==> config.mk <==
export PLATFORM = sky130hd
export DESIGN_NAME = conv_mc_acc
export DESIGN_NICKNAME = d
export VERILOG_FILES = /design/src/rtl/conv_mc_acc.sv
export SDC_FILE = /design/constraint.sdc
export NUM_CORES = 2
export LEC_CHECK = 0
export CORE_MARGIN = 2
export CORE_UTILIZATION = 36
export CTS_BUF_LIST = sky130_fd_sc_hd__clkbuf_4 sky130_fd_sc_hd__clkbuf_8
export CTS_CLUSTER_SIZE = 16
export DETAILED_ROUTE_END_ITERATION = 8
export PLACE_DENSITY_LB_ADDON = 0.3
export SYNTH_ARGS = -nofsm -noshare
export SYNTH_HDL_FRONTEND = slang
export SYNTH_SLANG_ARGS = --single-unit
==> constraint.sdc <==
create_clock -name clk_i -period 23.7 [get_ports clk_i]
set_clock_uncertainty 0.1 [all_clocks]
set_input_delay 4.74 -clock clk_i [delete_from_list [all_inputs] [get_ports clk_i]]
set_output_delay 4.74 -clock clk_i [all_outputs]
set_load 0.005 [all_outputs]
==> src/rtl/conv_mc_acc.sv <==
// Multi-channel 3x3 convolution accumulator: one window/weight beat per input
// channel, bias folded in on channel 0, result held until downstream accepts it.
// Optional build macro CONV_MC_RELU_EN clamps negative final sums to zero.
module conv_mc_acc #(
  parameter int DATA_W = 8,
  parameter int KERNEL = 9,
  parameter int IN_CH  = 3,
  parameter int ACC_W  = 32
) (
  input  logic                     clk_i,
  input  logic                     rst_n,
  input  logic                     in_valid_i,
  output logic                     in_ready_o,
  input  logic [KERNEL*DATA_W-1:0] win_i,
  input  logic [KERNEL*DATA_W-1:0] wgt_i,
  input  logic [ACC_W-1:0]         bias_i,
  output logic                     out_valid_o,
  input  logic                     out_ready_i,
  output logic [ACC_W-1:0]         result_o,
  output logic [7:0]               ch_idx_o
);

  localparam int          PROD_W  = 2 * DATA_W + 1;
  localparam logic [7:0]  LAST_CH = 8'(IN_CH - 1);

  typedef enum logic {
    ST_ACC,
    ST_OUT
  } state_e;

  state_e state_q, state_d;

  logic [ACC_W-1:0] acc_q;
  logic [ACC_W-1:0] result_q;
  logic [7:0]       ch_idx_q;

  logic signed [DATA_W:0]   pix_s;
  logic signed [DATA_W-1:0] wgt_s;
  logic signed [PROD_W-1:0] prod_s;
  logic signed [ACC_W-1:0]  dot_acc;

  logic [ACC_W-1:0] acc_base;
  logic [ACC_W-1:0] acc_sum;
  logic [ACC_W-1:0] final_sum;
  logic             beat_acc;
  logic             last_beat;

  // Dot product. Each full-precision product is folded straight into ACC_W
  // bits: since all accumulation wraps modulo 2^ACC_W, truncating early gives
  // the same bits as sign-extending a wider sum and truncating later.
  always_comb begin
    // NOTE: every variable gets a default before any conditional or loop
    // assignment, so synthesis never has a path that keeps an old value (latch).
    pix_s   = '0;
    wgt_s   = '0;
    prod_s  = '0;
    dot_acc = '0;
    for (int k = 0; k < KERNEL; k++) begin
      pix_s   = {1'b0, win_i[(KERNEL-1-k)*DATA_W +: DATA_W]};
      wgt_s   = wgt_i[(KERNEL-1-k)*DATA_W +: DATA_W];
      prod_s  = PROD_W'(pix_s) * PROD_W'(wgt_s);
      dot_acc = dot_acc + ACC_W'(prod_s);
    end
  end

  assign beat_acc  = in_valid_i && in_ready_o;
  assign last_beat = beat_acc && (ch_idx_q == LAST_CH);
  assign acc_base  = (ch_idx_q == 8'd0) ? bias_i : acc_q;
  assign acc_sum   = acc_base + dot_acc;

`ifdef CONV_MC_RELU_EN
  assign final_sum = acc_sum[ACC_W-1] ? '0 : acc_sum;
`else
  assign final_sum = acc_sum;
`endif

  // State register
  always_ff @(posedge clk_i) begin
    // NOTE: sequential state uses non-blocking assignments so every flop
    // samples pre-edge values regardless of process ordering.
    if (!rst_n) begin
      state_q <= ST_ACC;
    end else begin
      state_q <= state_d;
    end
  end

  // Next-state logic
  always_comb begin
    state_d = state_q;
    case (state_q)
      ST_ACC:  if (last_beat)   state_d = ST_OUT;
      ST_OUT:  if (out_ready_i) state_d = ST_ACC;
      default: state_d = ST_ACC;
    endcase
  end

  // Outputs decoded from the registered state only; out_ready_i never
  // reaches in_ready_o combinationally.
  always_comb begin
    in_ready_o  = 1'b0;
    out_valid_o = 1'b0;
    case (state_q)
      ST_ACC:  in_ready_o  = 1'b1;
      ST_OUT:  out_valid_o = 1'b1;
      default: in_ready_o  = 1'b0;
    endcase
  end

  // Accumulator, channel counter and result register.
  always_ff @(posedge clk_i) begin
    if (!rst_n) begin
      acc_q    <= '0;
      result_q <= '0;
      ch_idx_q <= '0;
    end else if (beat_acc) begin
      acc_q <= acc_sum;
      if (last_beat) begin
        ch_idx_q <= '0;
        result_q <= final_sum;
      end else begin
        ch_idx_q <= ch_idx_q + 8'd1;
      end
    end
  end

  assign result_o = result_q;
  assign ch_idx_o = ch_idx_q;

  // A stalled result must not move.
  a_hold_result : assert property (
    @(posedge clk_i) disable iff (!rst_n)
    (out_valid_o && !out_ready_i) |=> (out_valid_o && $stable(result_o))
  );

endmodule

==> metrics.txt <==
Max-Cap Viols 0; post-cts repair resize count 0; total iterations of the first detailed-routing run 7; core area 0.0731 mm²; Yosys cell types around 60; RR Startpoint ch_idx_o[3]$_SDFFE_PN0P_; die width roughly 280 µm; via count around 19k; wire per inst ~18 µm; Tmin final 15.11 ns; kind of critical path in2reg; dominant synthesized flop cell dfxtp_1; fillers ~7.3k; H-tree lvl count 3; Crit. End Element flip-flop; Worst Path Max Fanout 12; PortBufs about 220; DRC 16; Final Setup Violations 0; mean post-synth cell area slightly above 9 µm²; outcome finished, violations left; Post-Syn Nets slightly below 4k; Layout area overhead 13.4%; Skew-Pair Late Insertion Delay 0.37 ns; clock-pin transition on the worst setup and hold timing paths around 0.08 ns; Worst Tran Pin Value ~0.97 ns; Largest stage delay, worst path roughly 0.93 ns; worst r2r path cells 16; CP bufs+invs 7; largest net degree at the start of global routing between 40 and 50; cts hold-fix bufs 0; global-route wire length before repair 114000 µm; Yosys warnings 0; Detailed Route WL approximately 72000 µm; register area approximately 0.0015 mm²; RSZ-0062 raised after global routing no; Startpoint Class input pin; class of the worst hold path reg2reg; Seq/Total Area, Yosys 0.0549; root buffer cell clkbuf_8; number of flops mapped to enable cells by yosys 0; Iter 0 DRT Violations about 880; Mapped Area roughly 0.027 mm²; final worst-path cycle share 0.638; clock buffer depth 2; vias per inst about 4.7; vias in the first global route slightly above 20k; # IOs between 200 and 250; R2R Path End result_o[28]$_SDFFE_PN0P_; r2r setup slk between 15 and 20 ns; crit-path most repeated cell fa_1; clk sinks 73; Worst Path Required ~24 ns; Initial Util 0.364; CP top delay family adder cells; setup bufs post-CTS 0; TritonCTS buffer count 9; Synth Register Bits 73; die height approximately 280 µm; GPL Wtd Cong between 0.8 and 0.9; critical path depth 35; final hold vios 0; Rows just under 100; failing checks design-rule violations; Synth async-reset ratio 0; Mapped Cells approximately 2.9k; Data arrival, critical path 15.29 ns; Layout Nets ~4.2k; Routed Antenna Nets 0; DP Wirelength ~64000 µm; GRT Util Overall 0.194; layout cells sized above 1 0.0229; Max-slew headroom 0.354; setup TNS 0 ns; DIE AREA approximately 0.076 mm²; GR Overflow Total 0; fmax 66.2 MHz; Final Max Tran Viols 0; Worst Setup SP wgt_i[15]; CP max stage cell clkdlybuf4s50_1; crit path to result_o[26]$_SDFFE_PN0P_; initial antenna violation count 1; area of the multi-input gates ~0.022 mm²; CTS tree done
worst min-delay path by stage:
stage,startpoint,endpoint,depth (start not counted)
after detailed placement,acc_q[5]$_SDFFE_PN0P_,acc_q[5]$_SDFFE_PN0P_,2
after floorplan,acc_q[22]$_SDFFE_PN0P_,acc_q[22]$_SDFFE_PN0P_,2
after global placement,acc_q[22]$_SDFFE_PN0P_,acc_q[22]$_SDFFE_PN0P_,2
after global routing,acc_q[15]$_SDFFE_PN0P_,acc_q[15]$_SDFFE_PN0P_,2
final,acc_q[12]$_SDFFE_PN0P_,acc_q[12]$_SDFFE_PN0P_,2
after CTS,acc_q[5]$_SDFFE_PN0P_,acc_q[5]$_SDFFE_PN0P_,2
flip-flops by register name, indices dropped and copies added (netlist names):
register	flops
state_q	1
ch_idx_o	8
result_o	32
acc_q	32
cell usage after synthesis, drive strengths merged, types with 12 or more instances:
cell type    n  share of area
clkbuf      21         0.0030
dfxtp       73          0.055
nor2        78          0.011
ha         335           0.16
xnor2       37          0.012
and2       340          0.080
nand3       24         0.0045
fa         579           0.44
nor2b       31         0.0073
o21ai       30         0.0058
mux2        33          0.014
xor2        15         0.0049
inv        752           0.11
nand2b      36         0.0085
a211oi      12         0.0038
a21oi       93          0.018
a21o        18         0.0051
nand2      259          0.037
o211ai      15         0.0042
worst min-delay path: stages, from the launching register on:
cell and delay [ns]:
dfxtp_1 0.31, nand2_1 0.05, a21oi_1 0.05
layer usage:
layer / GRT usage / part of all wire
met2: 0.323 / 0.48
met1: 0.282 / 0.47
met3: 0.0137 / 0.036
met5: 0 / 0
met4: 0.0308 / 0.015
layout make-up:
cell class	count	area share
multi-input combinational	2028	0.737
timing repair buffer	226	0.0745
clock buffer	12	0.00547
antenna	2	0.000166
tap	959	0.0397
inverter	752	0.0935
sequential	73	0.0484
clock inverter	4	0.00166
cell usage in the layout (no fill, tap or decap), types with 24 or more instances in the layout:
master and instances:
dfxtp_1 73, nand2b_1 36, a21oi_1 92, fa_1 579, clkdlybuf4s50_1 221, inv_1 751
nand3_1 24, ha_1 335, and2_1 340, nand2_1 258, mux2_2 31, nor2_1 77
nor2b_1 30, xnor2_1 37, o21ai_0 28
metrics by stage:
step | setup slack, ns | std cells | hold slack (ns) | utilization | cell area (µm²)
global route | 7.94 | 4055 | 0.375 | 0.413 | 30200
CTS | 8.57 | 4054 | 0.357 | 0.413 | 30200
finish | 8.59 | 4056 | 0.355 | 0.413 | 30200
floorplan | 9.82 | 2878 | 0.328 | - | 26600
detailed placement | 8.20 | 4038 | 0.346 | 0.410 | 30000
global placement | 8.28 | 4038 | 0.339 | 0.410 | 30000
logic make-up (layout without fill, tap and decap cells):
| kind of cell | count (synthesis) | count (layout) | share of synthesized area |
|---|---|---|---|
| adder cells (fa/ha/maj) | 915 | 915 | 0.593 |
| AND/OR/NAND/NOR | 805 | 805 | 0.157 |
| buffers and inverters | 777 | 994 | 0.110 |
| AO/OA/AOI/OAI | 219 | 219 | 0.0528 |
| flip-flops | 73 | 73 | 0.0549 |
| XOR/XNOR | 52 | 52 | 0.0171 |
| multiplexers | 37 | 37 | 0.0157 |
| other | 0 | 2 | 0 |
Power is not shown: default switching activity piles up to over one toggle a cycle in this logic, so the estimate is an artifact.
